$ cat src/rtl/gray_ptr_ctrl.sv
// Per-domain async FIFO pointer controller: binary/Gray pointer pair plus full-or-empty,
// almost flag and fill level computed against the synchronised remote Gray pointer.
module gray_ptr_ctrl #(
    parameter int ADDR_WIDTH    = 4,
    parameter int MODE          = 0,
    parameter int ALMOST_THRESH = 2
) (
    input  logic                  clk_i,
    input  logic                  rst_i,
    input  logic                  inc_i,
    input  logic [ADDR_WIDTH:0]   sync_ptr_i,
    output logic                  accept_o,
    output logic [ADDR_WIDTH-1:0] addr_o,
    output logic [ADDR_WIDTH:0]   bin_ptr_o,
    output logic [ADDR_WIDTH:0]   gray_ptr_o,
    output logic                  flag_o,
    output logic                  almost_o,
    output logic [ADDR_WIDTH:0]   level_o
);
    localparam int PW    = ADDR_WIDTH + 1;
    localparam int DEPTH = 2 ** ADDR_WIDTH;
    localparam int LIMIT = (DEPTH > ALMOST_THRESH) ? (DEPTH - ALMOST_THRESH) : 0;

    localparam logic [PW-1:0] FULL_LIMIT = PW'(LIMIT);
    localparam logic [PW-1:0] THRESH_P   = PW'(ALMOST_THRESH);
    localparam logic          RST_FLAG   = (MODE != 0);
    localparam logic          RST_ALMOST = (MODE != 0) || (ALMOST_THRESH >= DEPTH);

    logic [PW-1:0] bin_next;
    logic [PW-1:0] gray_next;
    logic [PW-1:0] sync_bin;
    logic [PW-1:0] full_cmp;
    logic [PW-1:0] level_next;
    logic          flag_next;
    logic          almost_next;

    assign accept_o  = inc_i & ~flag_o & ~rst_i;
    assign bin_next  = bin_ptr_o + PW'(accept_o);
    assign gray_next = bin_next ^ (bin_next >> 1);
    assign addr_o    = bin_ptr_o[ADDR_WIDTH-1:0];

    // Each binary bit is the XOR of all Gray bits at and above it.
    always_comb begin
        sync_bin = '0;
        for (int i = 0; i < PW; i++) begin
            sync_bin[i] = ^(sync_ptr_i >> i);
        end
    end

    // Full when the pointers differ only in wrap bit: in Gray that flips the top two bits.
    assign full_cmp = {~sync_ptr_i[PW-1:PW-2], sync_ptr_i[PW-3:0]};

    always_comb begin
        if (MODE == 0) begin
            flag_next   = (gray_next == full_cmp);
            level_next  = bin_next - sync_bin;
            almost_next = (level_next >= FULL_LIMIT);
        end else begin
            flag_next   = (gray_next == sync_ptr_i);
            level_next  = sync_bin - bin_next;
            almost_next = (level_next <= THRESH_P);
        end
    end

    always_ff @(posedge clk_i) begin
        if (rst_i) begin
            bin_ptr_o  <= '0;
            gray_ptr_o <= '0;
            level_o    <= '0;
            flag_o     <= RST_FLAG;
            almost_o   <= RST_ALMOST;
        end else begin
            bin_ptr_o  <= bin_next;
            gray_ptr_o <= gray_next;
            level_o    <= level_next;
            flag_o     <= flag_next;
            almost_o   <= almost_next;
        end
    end
endmodule

$ cat config.mk
export PLATFORM = sky130hd
export DESIGN_NAME = gray_ptr_ctrl
export DESIGN_NICKNAME = d
export VERILOG_FILES = /design/src/rtl/gray_ptr_ctrl.sv
export SDC_FILE = /design/constraint.sdc
export NUM_CORES = 1
export LEC_CHECK = 0
export CORE_MARGIN = 2
export CORE_UTILIZATION = 59
export CTS_CLUSTER_SIZE = 40
export DETAILED_ROUTE_END_ITERATION = 10
export DONT_BUFFER_PORTS = 1
export PLACE_DENSITY_LB_ADDON = 0.2
export SETUP_SLACK_MARGIN = 0.5
export SLEW_MARGIN = 15
export SYNTH_ARGS = -nofsm -noshare
export SYNTH_HDL_FRONTEND = slang
export SYNTH_SLANG_ARGS = --single-unit
$ cat constraint.sdc
create_clock -name clk_i -period 3.1 [get_ports clk_i]
set_input_delay 0.465 -clock clk_i [delete_from_list [all_inputs] [get_ports clk_i]]
set_output_delay 0.465 -clock clk_i [all_outputs]
set_load 0.02 [all_outputs]
==> flow_summary_export.csv <==
group,metric,value,unit
synthesis,ys_seq_elements,16,
flow_run,drv_cap,0,
detailed_routing,num_vias,510,
placement,dp_slack,0.4975,ns
cells_and_area,final_common_cell,"dfxtp_1",
die,rows,13,
global_routing,grt_overflow,0,
detailed_routing,totalWireLength,1282,µm
clock_network,cts_tree,"done",
die,dieHeight,41.50,µm
critical_path,cp-end-kind,"register",
cells_and_area,antennaDiodeCount,0,
power,power_density,515.5,nW/µm²
cells_and_area,final_nets,99,
synthesis,synth.cell_area,829.5,µm²
critical_path,cp.arrival,2.60,ns
timing,finalCritPeriodShare,78.96,%
synthesis,synth_cell_type_count,23,
timing,tns,0,ns
detailed_routing,drc_errors,0,
clock_network,root_buffer,"clkbuf_4",
global_routing,grtUsageTotal,16.80,%
critical_path,cp-start-kind,"register",
placement,port_buffers,0,
synthesis,avgSynthCellArea,9.995,µm²
clock_network,h-tree-depth,1,
cells_and_area,area_delta_synth_final,7.843,%
run_status,status,"finished, final reports clean",
clock_network,cts_max_path_buffers,2,
synthesis,seq_area_frac_synth,38.61,%
die,fp.dieArea,1722,µm²
timing,relSlewSlack,63.26,%
synthesis,synth_warnings,0,
synthesis,synthCells,83,
global_routing,grt_max_degree,18,
detailed_routing,detail_route.wl_per_cell,13.22,µm
worst_hold_path,hold_class,"in -> reg",
global_routing,grt_use_met2,27.19,%
global_routing,met1_usage,17.78,%
die,initial_utilization,63.75,%
cells_and_area,final_cell_mix,"dfxtp_1 (15), nor2_1 (13), xnor2_1 (10)",
critical_path,cp_cell_sequence,"nor3b_4, ha_2, ha_4, xor2_4, ha_1, a21o_1, a21oi_1, xnor2_1, o32ai_1",
critical_path,cp_max_fo,5,
global_routing,antenna_found_initial,0,
die,coreArea,1301,µm²
timing,fmax,0.4086,GHz
power,finalPower,0.4611,mW
power,max-vdd-ir-drop,0.3135,mV
global_routing,grt_pass1_wl,2104,µm
clock_network,clkLatencyLatePin,0.27,ns
cells_and_area,nFillCells,106,
critical_path,cp_slowest_cell,"dfxtp_2",
timing,finalWorstSetupSlack,0.6523,ns
clock_network,cts_made_buffers,3,
power,power_leakage,0.3835,nW
placement,dp_hpwl,1010,µm
timing,hold_viol,0,
timing,worst_pin_slew,0.5503,ns
cells_and_area,drive_above_1_share,20.73,%
timing,period_needed,2.448,ns
timing,final.setup_skew,0.003516,ns
detailed_routing,drt-pass1-iter-count,3,
timing,rsz0062_at_grt,"false",
synthesis,syn_nets,98,
critical_path,critical_path_required,3.25,ns
die,dieWidth,41.50,µm
clock_network,clk_pin_slew_worst_paths,0.08,ns
global_routing,use_met3,6.522,%
critical_path,crit_type,"reg -> reg",
die,ios,30,
detailed_routing,drt-vias-per-instance,5.258,
global_routing,grt-busiest-layer,"met2",
global_routing,grt_pass1_vias,462,
timing,drv_slew,0,
clock_network,holdBufCountCts,0,
clock_network,clock_sinks,16,
detailed_routing,drt_first_iter_violations,2,
placement,finalWeightedCongestion,0.7408,
critical_path,cpPeakStageDelay,0.38,ns
detailed_routing,drtAntennaViolNets,0,
timing,setup_viol,0,
[kinds of logic after synthesis]
kind of cell | synth area share [%]
fa+ha+maj | 11.46
flops | 38.61
compound gates | 5.128
xor+xnor | 24.13
simple gates | 12.07
buf+inv | 8.597
[layout make-up]
type,count,area (µm²),share of cell area (%)
well taps,15,18.77,2.098
inverters,7,26.28,2.937
multi-input cells,53,483.0,53.99
clock buffers,3,22.52,2.517
flip-flops and latches,16,321.6,35.94
repair buffers,3,22.52,2.517
[timing repair]
item,CTS,global route
setup buffers,0,2
endpoints found under the setup margin,0,1
resized for setup,0,2
[sequential cells by signal (all words and copies together), names as in the netlist]
| name | cells |
|---|---|
| bin_ptr_o | 4 |
| gray_ptr_o | 5 |
| level_o | 5 |
| almost_o | 1 |
| flag_o | 1 |
[cell usage after synthesis]
cell      instances  share of area [%]
fa_1              1                2.4
a21oi_2           1                1.1
inv_2             1               0.45
nor2_1           13                5.9
xor2_2            1                2.0
xor2_1            6                6.3
or3_1             1               0.75
inv_1             6                2.7
nand3_1           3                1.8
buf_4             5                4.5
dfxtp_1          16                 39
a21oi_1           2                1.2
nor3b_1           1               0.91
or2_1             1               0.75
ha_1              6                9.0
a21o_1            2                1.8
nand3_2           1                1.2
xor2_4            1                3.3
nor2b_1           1               0.75
clkbuf_1          2               0.91
xnor2_2           1                2.0
xnor2_1          10                 11
o32ai_1           1                1.1
[path summary, 6_finish.rpt]
check | from | to | slack (ns) | cells past startpoint
worst max-delay path | flag_o | almost_o | 0.65 | 9
worst min-delay path | rst_i | bin_ptr_o[1] | 0.25 | 1
worst max register to register | flag_o | almost_o | 0.65 | 9
worst min register to register | bin_ptr_o[2] | gray_ptr_o[4] | 0.75 | 3
[stage by stage]
stage | hold slack, ns | utilization (%) | area (µm²) | cells
final | 0.2509 | 68.75 | 894.6 | 97
after global routing | 0.2262 | 68.75 | 894.6 | 97
after CTS | 0.2368 | 66.92 | 870.8 | 95
after detailed placement | 0.5357 | 65.19 | 848.3 | 92
after global placement | 0.5367 | 65.19 | 848.3 | 92
after floorplan | 0.6755 | - | 867.1 | 83
[power by group]
group,total (mW),switching (mW),internal [mW]
combinational,0.0971,0.0503,0.0468
sequential,0.264,0.0373,0.227
clock,0.0997,0.0548,0.0449
[metal layers]
layer  wire length, µm  part of all wire (%)  vias up
met5                 0                     0        -
met2               643                    50       18
met1               522                    41      232
met3                77                   6.0        4
met4                38                   3.0        0
li1                  -                     -      256
[worst max-delay path, delay by kind of cell (launching register included)]
kind / cells / cell delay [ns]
xor gates and xnor gates: 2 / 0.38
and+or+nand+nor: 1 / 0.35
adders and majority gates: 3 / 0.75
AOI/OAI and AO/OA: 3 / 0.47
DFF: 1 / 0.38
No activity file was read; power rests on OpenSTA's default activity.
